### src/rtl/ifetch_pkg.sv
// ifetch_pkg: shared widths, opcodes, cache geometry, FSM state type and immediate decoders.
package ifetch_pkg;
    localparam int ADDR_WID       = 32;
    localparam int INST_WID       = 32;
    localparam int DATA_WID       = 32;
    localparam int ICACHE_SIZE    = 16;
    localparam int ICACHE_IDX_WID = 4;
    localparam int ICACHE_TAG_WID = ADDR_WID - ICACHE_IDX_WID - 2;
    localparam logic [6:0] OPCODE_B   = 7'b1100011;
    localparam logic [6:0] OPCODE_JAL = 7'b1101111;
    typedef enum logic {IDLE, WAIT} state_t;
    function automatic logic [ADDR_WID-1:0] imm_j(input logic [INST_WID-1:0] i);
        return {{12{i[31]}}, i[19:12], i[20], i[30:21], 1'b0};
    endfunction
    function automatic logic [ADDR_WID-1:0] imm_b(input logic [INST_WID-1:0] i);
        return {{20{i[31]}}, i[7], i[30:25], i[11:8], 1'b0};
    endfunction
endpackage

### src/rtl/ifetch_icache.sv
// ifetch_icache: direct-mapped one-word-per-line instruction cache, combinational lookup, synchronous fill.
// Ports: clk, rst (async, active-high, clears valid bits); rd_addr -> hit/rd_data; wr_en/wr_addr/wr_data fill a line.
module ifetch_icache
    import ifetch_pkg::*;
(
    input  logic                  clk,
    input  logic                  rst,
    input  logic [ADDR_WID-1:2]   rd_addr,
    output logic                  hit,
    output logic [INST_WID-1:0]   rd_data,
    input  logic                  wr_en,
    input  logic [ADDR_WID-1:2]   wr_addr,
    input  logic [INST_WID-1:0]   wr_data
);
    logic [INST_WID-1:0]       data_q [ICACHE_SIZE];
    logic [ICACHE_TAG_WID-1:0] tag_q  [ICACHE_SIZE];
    logic [ICACHE_SIZE-1:0]    valid_q, valid_d;
    logic [ICACHE_IDX_WID-1:0] rd_idx, wr_idx;
    assign rd_idx  = rd_addr[ICACHE_IDX_WID+1:2];
    assign wr_idx  = wr_addr[ICACHE_IDX_WID+1:2];
    assign rd_data = data_q[rd_idx];
    assign hit     = valid_q[rd_idx] && tag_q[rd_idx] == rd_addr[ADDR_WID-1:ICACHE_IDX_WID+2];
    always_comb begin
        valid_d = valid_q;
        if (wr_en) valid_d[wr_idx] = 1'b1;
    end
    always_ff @(posedge clk or posedge rst) begin
        if (rst) valid_q <= '0;
        else     valid_q <= valid_d;
    end
    // Data and tag are qualified by valid, so they need no reset.
    always_ff @(posedge clk) begin
        if (wr_en) begin
            data_q[wr_idx] <= wr_data;
            tag_q[wr_idx]  <= wr_addr[ADDR_WID-1:ICACHE_IDX_WID+2];
        end
    end
endmodule

### src/rtl/ifetch.sv
// ifetch: instruction fetch unit with I-cache, miss FSM (IDLE/WAIT) and optional BHT predictor.
// Ports: clk, rst (async, active-high), rdy, stall, rollback/rollback_pc, br_upd*, mc_* memory port,
// inst_done/inst/inst_pc/inst_pre_j decoder port. Macro BRANCH_PREDICT_EN enables the 2-bit BHT.
module ifetch
    import ifetch_pkg::*;
(
    input  logic                 clk,
    input  logic                 rst,
    input  logic                 rdy,
    input  logic                 stall,
    input  logic                 rollback,
    input  logic [ADDR_WID-1:0]  rollback_pc,
    input  logic                 br_upd,
    input  logic [ADDR_WID-1:0]  br_upd_pc,
    input  logic                 br_upd_taken,
    output logic                 mc_en,
    output logic [ADDR_WID-1:0]  mc_pc,
    input  logic                 mc_done,
    input  logic [DATA_WID-1:0]  mc_data,
    output logic                 inst_done,
    output logic [INST_WID-1:0]  inst,
    output logic [ADDR_WID-1:0]  inst_pc,
    output logic                 inst_pre_j
);
    state_t              state_q, state_d;
    logic [ADDR_WID-1:0] pc_q, pc_d, mc_pc_q, mc_pc_d, inst_pc_q, inst_pc_d, next_pc;
    logic [INST_WID-1:0] inst_q, inst_d, line;
    logic                mc_en_q, mc_en_d, inst_done_q, inst_done_d, inst_pre_j_q, inst_pre_j_d;
    logic                hit, pred, fill;
    // A fill lands even alongside rollback: the data is correct for its own address.
    assign fill = rdy && state_q == WAIT && mc_done;
    ifetch_icache u_icache (
        .clk     (clk),
        .rst     (rst),
        .rd_addr (pc_q[ADDR_WID-1:2]),
        .hit     (hit),
        .rd_data (line),
        .wr_en   (fill),
        .wr_addr (mc_pc_q[ADDR_WID-1:2]),
        .wr_data (mc_data)
    );
`ifdef BRANCH_PREDICT_EN
    logic [1:0]                bht_q [ICACHE_SIZE];
    logic [1:0]                bht_d [ICACHE_SIZE];
    logic [ICACHE_IDX_WID-1:0] upd_idx;
    logic                      is_jal, is_b, unused_upd_pc;
    assign upd_idx       = br_upd_pc[ICACHE_IDX_WID+1:2];
    assign unused_upd_pc = ^{br_upd_pc[ADDR_WID-1:ICACHE_IDX_WID+2], br_upd_pc[1:0]};
    assign is_jal        = line[6:0] == OPCODE_JAL;
    assign is_b          = line[6:0] == OPCODE_B;
    assign pred          = is_jal || (is_b && bht_q[pc_q[ICACHE_IDX_WID+1:2]][1]);
    assign next_pc       = pc_q + (is_jal ? imm_j(line) : pred ? imm_b(line) : ADDR_WID'(4));
    always_comb begin
        bht_d = bht_q;
        if (rdy && br_upd)
            bht_d[upd_idx] = br_upd_taken ? (bht_q[upd_idx] == 2'd3 ? 2'd3 : bht_q[upd_idx] + 2'd1)
                                          : (bht_q[upd_idx] == 2'd0 ? 2'd0 : bht_q[upd_idx] - 2'd1);
    end
    always_ff @(posedge clk or posedge rst) begin
        if (rst) for (int i = 0; i < ICACHE_SIZE; i++) bht_q[i] <= 2'b01;
        else     bht_q <= bht_d;
    end
`else
    logic unused_br;
    assign unused_br = ^{br_upd, br_upd_pc, br_upd_taken};
    assign pred      = 1'b0;
    assign next_pc   = pc_q + ADDR_WID'(4);
`endif
    always_comb begin
        pc_d         = pc_q;
        state_d      = state_q;
        mc_en_d      = mc_en_q;
        mc_pc_d      = mc_pc_q;
        inst_done_d  = 1'b0;
        inst_d       = inst_q;
        inst_pc_d    = inst_pc_q;
        inst_pre_j_d = inst_pre_j_q;
        // While rdy is low a pending strobe is kept (but masked) so it is seen once rdy returns.
        if (!rdy) inst_done_d = inst_done_q;
        else if (rollback) begin
            pc_d    = rollback_pc;
            mc_en_d = 1'b0;
            state_d = IDLE;
        end else if (state_q == WAIT) begin
            mc_en_d = mc_done ? 1'b0 : mc_en_q;
            state_d = mc_done ? IDLE : WAIT;
        end else if (!stall && hit) begin
            inst_done_d  = 1'b1;
            inst_d       = line;
            inst_pc_d    = pc_q;
            inst_pre_j_d = pred;
            pc_d         = next_pc;
        end else if (!stall) begin
            mc_en_d = 1'b1;
            mc_pc_d = {pc_q[ADDR_WID-1:2], 2'b00};
            state_d = WAIT;
        end
    end
    always_ff @(posedge clk or posedge rst) begin
        if (rst) begin
            pc_q         <= '0;
            state_q      <= IDLE;
            mc_en_q      <= 1'b0;
            mc_pc_q      <= '0;
            inst_done_q  <= 1'b0;
            inst_q       <= '0;
            inst_pc_q    <= '0;
            inst_pre_j_q <= 1'b0;
        end else begin
            pc_q         <= pc_d;
            state_q      <= state_d;
            mc_en_q      <= mc_en_d;
            mc_pc_q      <= mc_pc_d;
            inst_done_q  <= inst_done_d;
            inst_q       <= inst_d;
            inst_pc_q    <= inst_pc_d;
            inst_pre_j_q <= inst_pre_j_d;
        end
    end
    assign mc_en      = mc_en_q;
    assign mc_pc      = mc_pc_q;
    assign inst_done  = inst_done_q && rdy;
    assign inst       = inst_q;
    assign inst_pc    = inst_pc_q;
    assign inst_pre_j = inst_pre_j_q;
endmodule

### config.mk
export PLATFORM = sky130hd
export DESIGN_NAME = ifetch
export DESIGN_NICKNAME = d
export VERILOG_FILES = /design/src/rtl/ifetch_pkg.sv /design/src/rtl/ifetch_icache.sv /design/src/rtl/ifetch.sv
export SDC_FILE = /design/constraint.sdc
export NUM_CORES = 1
export LEC_CHECK = 0
export CORE_UTILIZATION = 25
export DETAILED_ROUTE_END_ITERATION = 12
export PLACE_DENSITY = 0.38
export SETUP_SLACK_MARGIN = 0.5
export SKIP_LAST_GASP = 1
export SYNTH_ARGS = -nofsm -noshare
export SYNTH_HDL_FRONTEND = slang
export SYNTH_SLANG_ARGS = --single-unit
### constraint.sdc
create_clock -name clk -period 8.1 [get_ports clk]
set_clock_uncertainty 0.1 [all_clocks]
set_input_delay 0.81 -clock clk [delete_from_list [all_inputs] [get_ports clk]]
set_output_delay 0.81 -clock clk [all_outputs]
set_load 0.02 [all_outputs]
; ---- Yosys cells after proc, flatten, opt, wreduce, memory -nomap -nowiden
; Memory sizes are Yosys's and may differ from the RTL's. A register that Yosys moved wholly into a read port is not among the register bits.
; Index checks and enable logic that the tools add are counted.
[totals]
reg_bits = 113
latch_bits = 0
ramBits = 928
romBits = 0
input_bits = 104
out_inout_bits = 99
word_cells = 57
memories = 2
[memory_table]
columns = name, depth, width, rd, rd_clocked_by_memory_dff, wr, line
row1 = u_icache.data_q, 16, 32, 1, 1, 1, ifetch_icache.sv:15  ; logic [INST_WID-1:0] data_q [ICACHE_SIZE];
row2 = u_icache.tag_q, 16, 26, 1, 0, 1, ifetch_icache.sv:16  ; logic [ICACHE_TAG_WID-1:0] tag_q [ICACHE_SIZE];
[classes]
add_sub_neg = 1
n_mul = 0
n_div = 0
n_lt_le_gt_ge = 3
n_eq_ne = 5
n_shift = 0
muxes = 22
bitwise = 5
n_reduce_logical = 12
[op_table]
columns = op, count
row1 = two-way mux 32 bit, 3
row2 = adder 32 x 3 -> 32 bit (second input constant), 1
row3 = == test 26 bit, 1
row4 = two-way mux 1 bit, 17
row5 = bitwise OR 16 bit, 1
row6 = < comparator 4 x 5 -> 1 bit (second input constant), 2
row7 = AND reduction 4 bit, 2
row8 = logical AND 1 bit, 6
row9 = != test 3 bit (second input constant), 2
row10 = AND reduction 5 bit, 1
row11 = binary-select mux 1 bit (select 4 bit), 1
row12 = demux 1 bit (select 4 bit), 1
row13 = greater-or-equal comparator 4 x 1 -> 1 bit (second input constant), 1
row14 = NOT 1 bit, 4
row15 = != test 3 x 1 -> 1 bit (second input constant), 1
row16 = AND reduction 3 bit, 1
row17 = != test 2 bit (second input constant), 1
row18 = nonzero test 2 bit, 1
row19 = zero test 1 bit, 1

; ---- Depth between registers and ports, before layout
; Gate-level depths: netlist (run 1).
[logic_depth]
word_depth = 7
mapped_depth = 16
mapped_depth_nobuf = 10

; ---- Hierarchy
; A second synthesis (run 1) with hierarchy kept.
[hier_totals]
cells_unflattened = 2125
hier_area_um2 = 42017.8
[modules_own_cells]
columns = mod, n_inst, cells_per_inst, area_each_um2, seq_area_each_um2
row1 = ifetch_icache, 1, 1537, 36337.4, 28267.1
row2 = ifetch, 1, 588, 5680.4, 3228.1

; ---- Worst setup path before layout (run 1)
; No wires, ideal clock.
[synth_path]
path_kind = in2reg
from = input port mc_done
to = register u_icache.valid_q[0]
setup_time_ns = 0.089
t_arrival_ns = 5.733
required_ns = 7.911
setup_slack_ns = 2.178
cell_stages = 4
n_path_buf = 0
cell_sequence = nand3_1 > or3_1 > nor3_1 > or2_2
[synth_via]
elab_chain_len = 1
[synth_lines]
columns = item, line
row1 = from (decl), ifetch.sv:18  ; input logic mc_done,
row2 = logical AND 1 bit, ifetch.sv:31  ; assign fill = rdy && state_q == WAIT && mc_done;
row3 = to (signal assigned), ifetch_icache.sv:29  ; else valid_q <= valid_d;
row4 = to (decl), ifetch_icache.sv:17  ; logic [ICACHE_SIZE-1:0] valid_q, valid_d;
; Every way passes these cells.
; A chain may end at the register's enable or synchronous reset.

; ---- Final worst setup path (run 1)
[layout_path]
from = register pc_q[2]
to = register mc_pc_q[9] (netlist: mc_pc[9])
[layout_via]
elab_chain_len = 6
elab_cells_between_ends = 8
cone_classes = eq/ne (1) / mux (2) / bitwise (1) / reduce/logical (3) / memory (1)
[layout_lines]
columns = item, line
row1 = from (decl), ifetch.sv:26  ; logic [ADDR_WID-1:0] pc_q, pc_d, mc_pc_q, mc_pc_d, inst_pc_q, inst_pc_d, next_pc;
row2 = from (signal assigned), ifetch.sv:110  ; pc_q <= pc_d;
row3 = memory (16 x 26 bit) or binary-select mux 1 bit (select 4 bit) (tied branches), -
row4 = == test 26 bit or two-way mux 1 bit (tied branches), ifetch_icache.sv:22  ; assign hit = valid_q[rd_idx] && tag_q[rd_idx] == rd_addr[ADDR_WID-1:ICACHE_IDX_WID+2];
row5 = logical AND 1 bit (*), ifetch_icache.sv:22
row6 = logical AND 1 bit (*), ifetch.sv:87  ; end else if (!stall && hit) begin
row7 = NOT 1 bit (no source line) (*), -
row8 = AND reduction 5 bit (no source line) (*), -
row9 = to (signal assigned), ifetch.sv:113  ; mc_pc_q <= mc_pc_d;
row10 = to (decl), ifetch.sv:26
; Mark *: on every way between the ends. The rest lies on a longest branch, timed or not. The select of a mux whose other input is x is not followed.

==> results of run 1 <==
report_power, final:
group	switching, mW	leakage (nW)	internal [mW]
Clock	2.23	1.89	3.09
Sequential	0.386	10.2	6.33
Combinational	1.08	4.56	0.939
placed cells by master (no fill, tap or decap), types with 9 or more instances in the layout:
master and count:
a21oi_1 27, o21ai_0 31, nor2_1 43, mux4_2 228, or2_2 22, mux2i_1 70
clkbuf_8 15, dfrtp_1 141, clkinv_1 19, clkbuf_1 39, nand3_1 32, a2bb2oi_1 9
o22ai_1 29, edfxtp_1 928, nor3_1 16, nor2b_1 9, clkdlybuf4s50_1 164, a22oi_1 26
mux2_1 36, clkbuf_16 120, a31oi_1 10, nor2_4 12, nor3b_1 12, xnor2_1 11
clkinv_2 19, nand2_1 74, inv_1 18, nor4_1 11, buf_4 58, mux2_2 100
nand2b_1 16
path summary, 6_finish.rpt:
kind | startpoint | end | slack [ns] | depth (start not counted)
worst max-delay path | pc_q[2] | mc_pc[9] | 2.59 | 11
worst min-delay path | u_icache.valid_q[9] | u_icache.valid_q[9] | 0.36 | 1
worst max register to register | pc_q[2] | mc_pc[9] | 2.59 | 11
worst min register to register | u_icache.valid_q[9] | u_icache.valid_q[9] | 0.36 | 1
max in group asynchronous | rst | pc_q[3] | 5.59 | 3
min in group asynchronous | rst | mc_pc[21] | 0.57 | 2
sequential cells by signal, indices dropped and copies added (netlist names):
signal / cells
u_icache.data_q: 512
u_icache.tag_q: 416
inst: 32
inst_pc: 32
pc_q: 32
mc_pc: 30
u_icache.valid_q: 16
inst_done_q: 1
mc_en: 1
state_q: 1
area by class of cell:
| type | instances | area [um2] | share of cell area [%] |
|---|---|---|---|
| Clock buffer | 174 | 3360 | 6.59 |
| Multi-Input combinational cell | 939 | 10500 | 20.6 |
| Clock inverter | 52 | 527 | 1.03 |
| Antenna cell | 3 | 7.51 | 0.0147 |
| Sequential cell | 1073 | 31500 | 61.9 |
| Inverter | 21 | 87.6 | 0.172 |
| Timing Repair Buffer | 228 | 2180 | 4.29 |
| Tap cell | 2218 | 2780 | 5.45 |
metal layers:
metal	part of all wire (%)	track usage, %
met1	42	18.4
met2	52	25.9
met3	3.0	2.21
met4	2.5	3.85
met5	0.033	0
critical path, cell delays in order (launching register included):
cell	delay, ns
dfrtp_4	0.97
buf_12	0.50
mux4_2	0.60
xnor2_1	0.18
o22ai_1	0.13
nor4_1	0.23
nand4_1	0.23
nand4b_1	0.36
or4_4	0.65
nand3_2	0.49
buf_4	0.44
mux2_2	0.38
per-stage QoR:
step | area, um2 | instances | utilization (%)
6_report | 50900 | 4708 | 30.1
5_1_grt | 50900 | 4705 | 30.1
4_1_cts | 50900 | 4705 | 30.1
3_5_place_dp | 47000 | 4479 | 27.8
3_3_place_gp | 47000 | 4479 | 27.8
2_1_floorplan | 42600 | 2156 | -
cells by family after synthesis:
family / Yosys count / synth area share, %
other: 1 / 0.00880
AO/OA/AOI/OAI: 184 / 2.94
XOR/XNOR: 17 / 0.350
buffers and inverters: 144 / 1.76
multiplexers: 434 / 17.3
adder cells (fa/ha/maj): 1 / 0.0294
AND/OR/NAND/NOR: 300 / 3.67
flip-flops: 1073 / 73.9
==> run metrics, run 1 <==
total number of yosys warnings=0; CTS tree=yes; Yosys reg bits=about 1100; Leak=16.7 nW; Min Hold Slack=roughly 0.36 ns; # DRC=0; most common cell in the netlist=edfxtp_1; Power Density=between 200 and 300 nW/um2; Die X=just over 400 um; Starting Density=25.2%; Hold Vio Cnt, Final=0; Layout area overhead=19.5%; die area=172000 um2; PortBufs=about 170; Total GRT Usage=between 10% and 20%; Filler cells=16542; violation count after the first detailed-routing iteration=approximately 1300; setup violators final=0; period utilization=68.1%; Post-synth EDFFs=around 930; WL final=between 100000 and 150000 um; net count reported at finish=between 2000 and 2500; routed via count=roughly 22000; largest net degree at the start of global routing=105; Max Cap Viol=0; Yosys top cell by area=edfxtp_1; Mean Syn Cell Area=19.8 um2; WS Path Type=flop to flop; clock period minus worst slack=around 5.5 ns; Least-Margin Pin Slew=about 1.1 ns; post-synthesis sequential area ratio=between 70 and 80%; startpoint types=flop; Initial DRT Pass Iterations=5; cts hold-fix bufs=0; min-delay worst type=flop to flop; grt total ovfl=0; setup ws final=2.59 ns; maximum vdd drop=0.196 mV; Final Max Tran Viols=0; post-cts resize count=0; Synth top area share=65.4%; CTS Sinks=1073; initial antenna violation count=5; row cnt=~150; fraction of registers with async set/reset=a little over an eighth; Slew HR=approximately a quarter; CTS H-tree depth=3; worst path arrival time=6.02 ns; cells after synthesis=2154; clk buf depth=3; post-synth cell types=between 70 and 80; first-pass GRT wire length=about 180000 um; pre-CTS setup slack=approximately 2.5 ns; top cells by area, synth=edfxtp_1, mux4_2, dfrtp_1; IO Pins=203; post-DP HPWL=between 70000 and 80000 um; most frequent cells after synthesis=edfxtp_1, mux4_2, dfrtp_1; vias in the first global route=about 23000; f_max=about 180 MHz; worst skew pair latency=between 0.7 and 0.8 ns; die extent in y=slightly above 400 um; layout cells sized above 1=24.7%; sum of negative setup slack=0 ns; routability cong.=approximately 0.82; post-DR vias/cell=4.58; Critical Path RT=between 8 and 9 ns; crit path max fanout=between 70 and 80; synthesized cell area=42600 um2; Routed WL per cell=26.7 um; status=complete, no violations; number of routed nets with antenna violations=0; RSZ-0062 raised after global routing=false; Most used DFF post-synth=edfxtp_1; clock buffer count from CTS=between 100 and 150; Setup crit end kind=flop; total power=between 10 and 15 mW; Setup Buffers After CTS=0; core area=~170000 um2; Clk pin slew, worst setup/hold paths=around 0.06 ns; clk root buf=clkbuf_16
Note: power is estimated with default switching activity, not from simulation.
==> run 2, diff against run 1 <==
PLACE_DENSITY = 0.39   (was 0.38)
clock period = 4.4 ns   (was 8.1 ns; I/O delays follow)
==> run metrics, run 2 (synthesized netlist as in run 1, its figures left out) <==
number of routed nets with antenna violations=0 (unchanged); Routed WL per cell=27.1 um (was 26.7 um); fin cells=4854 (was 4708); vias in the first global route=24112 (was 23126); Starting Density=25.2% (unchanged); Reg-to-Reg Start=pc_q[2] (unchanged); Slew HR=10.7% (was 23.3%); core area=169000 um2 (unchanged); most common library cell in the layout ignoring fill and taps=edfxtp_1 (unchanged); worst skew pair latency=0.75 ns (was 0.76 ns); post-DP HPWL=72600 um (was 72000 um); Hold Vio Cnt, Final=0 (unchanged); IO Pins=203 (unchanged); Placed Cells incl. Taps=4565 (was 4479); Die X=415 um (unchanged); sum of negative setup slack=0 ns (unchanged); violation count after the first detailed-routing iteration=1409 (was 1290); routability cong.=0.817 (was 0.820); post-DR vias/cell=4.63 (was 4.58); highest-count cells in the layout ignoring fill and taps=edfxtp_1, mux4_2, clkdlybuf4s50_1 (unchanged); Power Density=502 nW/um2 (was 276 nW/um2); CTS Sinks=1073 (unchanged); Reg2Reg Depth=15 (was 11); status=complete, no violations (unchanged); Setup crit end kind=flop (unchanged); GRT Max-Usage Layer=met2 (unchanged); largest net degree at the start of global routing=60 (was 105); row cnt=151 (unchanged); f_max=240 MHz (was 181 MHz); Final Max Tran Viols=0 (unchanged); n_diodes=0 (was 3); largest registers=u_icache.data_q: 512 flops, u_icache.tag_q: 416 flops (unchanged); most frequent CP cell=buf_12; Critical Path RT=4.91 ns (was 8.61 ns); clk root buf=clkbuf_16 (unchanged); WL final=131000 um (was 126000 um); initial antenna violation count=9 (was 5); flop-to-flop setup slack=0.24 ns (was 2.59 ns); CTS H-tree depth=3 (unchanged); GR Util met2=25.8% (was 25.9%); most flop-heavy register=u_icache.data_q (unchanged); routed via count=22493 (was 21567); Max Cap Viol=0 (unchanged); CTS tree=yes (unchanged); WS Path Type=flop to flop (unchanged); clk buf depth=3 (unchanged); CP startpoint=pc_q[2] (unchanged); maximum vdd drop=0.320 mV (was 0.196 mV); Clk pin slew, worst setup/hold paths=0.06 ns (about the same); crit path cell chain=buf_12, buf_12, buf_12, mux4_2, mux2i_2, mux2i_2, xor2_1, nor4_1, nand4_1, or4_4, nor3_4, buf_12, buf_12, buf_16, mux2_2 (was buf_12, mux4_2, xnor2_1, o22ai_1, nor4_1, nand4_1, nand4b_1, or4_4, nand3_2, buf_4, mux2_2); final instance area=54000 um2 (was 50900 um2); PortBufs=165 (unchanged); net count reported at finish=2635 (was 2488); die extent in y=415 um (unchanged); layout cells sized above 1=33.3% (was 24.7%); Worst Setup EP=inst[11] (was mc_pc[9]); clock period minus worst slack=4.16 ns (was 5.51 ns); cts hold-fix bufs=0 (unchanged); crit path max fanout=10 (was 72); RSZ-0062 raised after global routing=true (was false); Worst path slowest cell=mux4_2 (was dfrtp_4); GR Util met3=2.66% (was 2.21%); Least-Margin Pin Slew=1.34 ns (was 1.14 ns); grt total ovfl=0 (unchanged); Reg2Reg Capture Point=inst[11] (was mc_pc[9]); worst path arrival time=4.67 ns (was 6.02 ns); setup violators final=0 (unchanged); startpoint types=flop (unchanged); die area=172000 um2 (unchanged); period utilization=94.5% (was 68.1%); clock buffer count from CTS=120 (unchanged); met1 GRT Util=19.2% (was 18.4%); Layout area overhead=26.7% (was 19.5%); first-pass GRT wire length=185000 um (was 179000 um); Post-Place Cell Area=48100 um2 (was 47000 um2); Worst path max stage delay=0.51 ns (was 0.97 ns); Total GRT Usage=15.1% (was 14.6%); max reg flops=512 (unchanged); Leak=17.9 nW (was 16.7 nW); min-delay worst type=input pin to asynchronous set/reset pin (was flop to flop); Initial DRT Pass Iterations=7 (was 5); # DRC=0 (unchanged)
run 2: cell types whose count changed in the layout (fill, tap and decap cells not counted), sizes merged:
cell and delta:
buf +139, clkbuf +6, bufinv +5, clkinv -4, diode -3, bufbuf +2
inv +1
run 2: worst min path at each step:
stage / slack [ns] / startpoint / endpoint
finish: 0.11 / rst / mc_pc[25]
global route: 0.11 / rst / mc_pc[25]
CTS: 0.06 / rst / mc_pc[25]
detailed placement: 0.35 / u_icache.valid_q[6] / u_icache.valid_q[6]
global placement: 0.35 / u_icache.valid_q[10] / u_icache.valid_q[10]
floorplan: 0.33 / u_icache.valid_q[10] / u_icache.valid_q[10]
run 2: stage by stage:
step / utilization (%) / power (mW) / hold slack (ns) / setup WS [ns]
floorplan: - / 14.8 / 0.334 / 0.410
global placement: 28.4 / 16.7 / 0.346 / -0.219
detailed placement: 28.4 / 16.7 / 0.351 / -0.243
CTS: 31.5 / 27.4 / 0.0638 / 0.260
global route: 31.9 / 28.2 / 0.109 / 0.168
finish: 31.9 / 27.1 / 0.113 / 0.241
run 2: cell type report:
type,instances,area (um2)
Timing Repair Buffer,375,4280
Sequential cell,1073,31500
Inverter,21,87.6
Tap cell,2218,2780
Multi-Input combinational cell,939,11300
Fill cell,16329,115000
Clock inverter,54,612
Clock buffer,174,3370
run 2: metal layers:
layer / up-vias / routed length, um
met5: - / 92
met4: 14 / 3400
met3: 163 / 5510
met2: 510 / 66200
met1: 12227 / 56100
li1: 9579 / -
run 2: critical path, delay by kind of cell (launching register included):
family                 cells  cell delay [ns]
multiplexers               4             1.26
flip-flops                 1             0.43
buffers and inverters      6             0.95
AND/OR/NAND/NOR            4             1.06
XOR/XNOR                   1             0.21
run 2: report_power, final:
group          internal [mW]  total [mW]  switching (mW)
logic                   2.30        4.70            2.40
clock network           6.00        10.1            4.11
registers               11.7        12.3           0.621
total                   20.0        27.1            7.13
run 2: timing repair:
item,CTS,global route
resized for setup,107,111
setup buffers,40,4
pin swaps,17,33
cloned,10,7
endpoints found under the setup margin,127,125
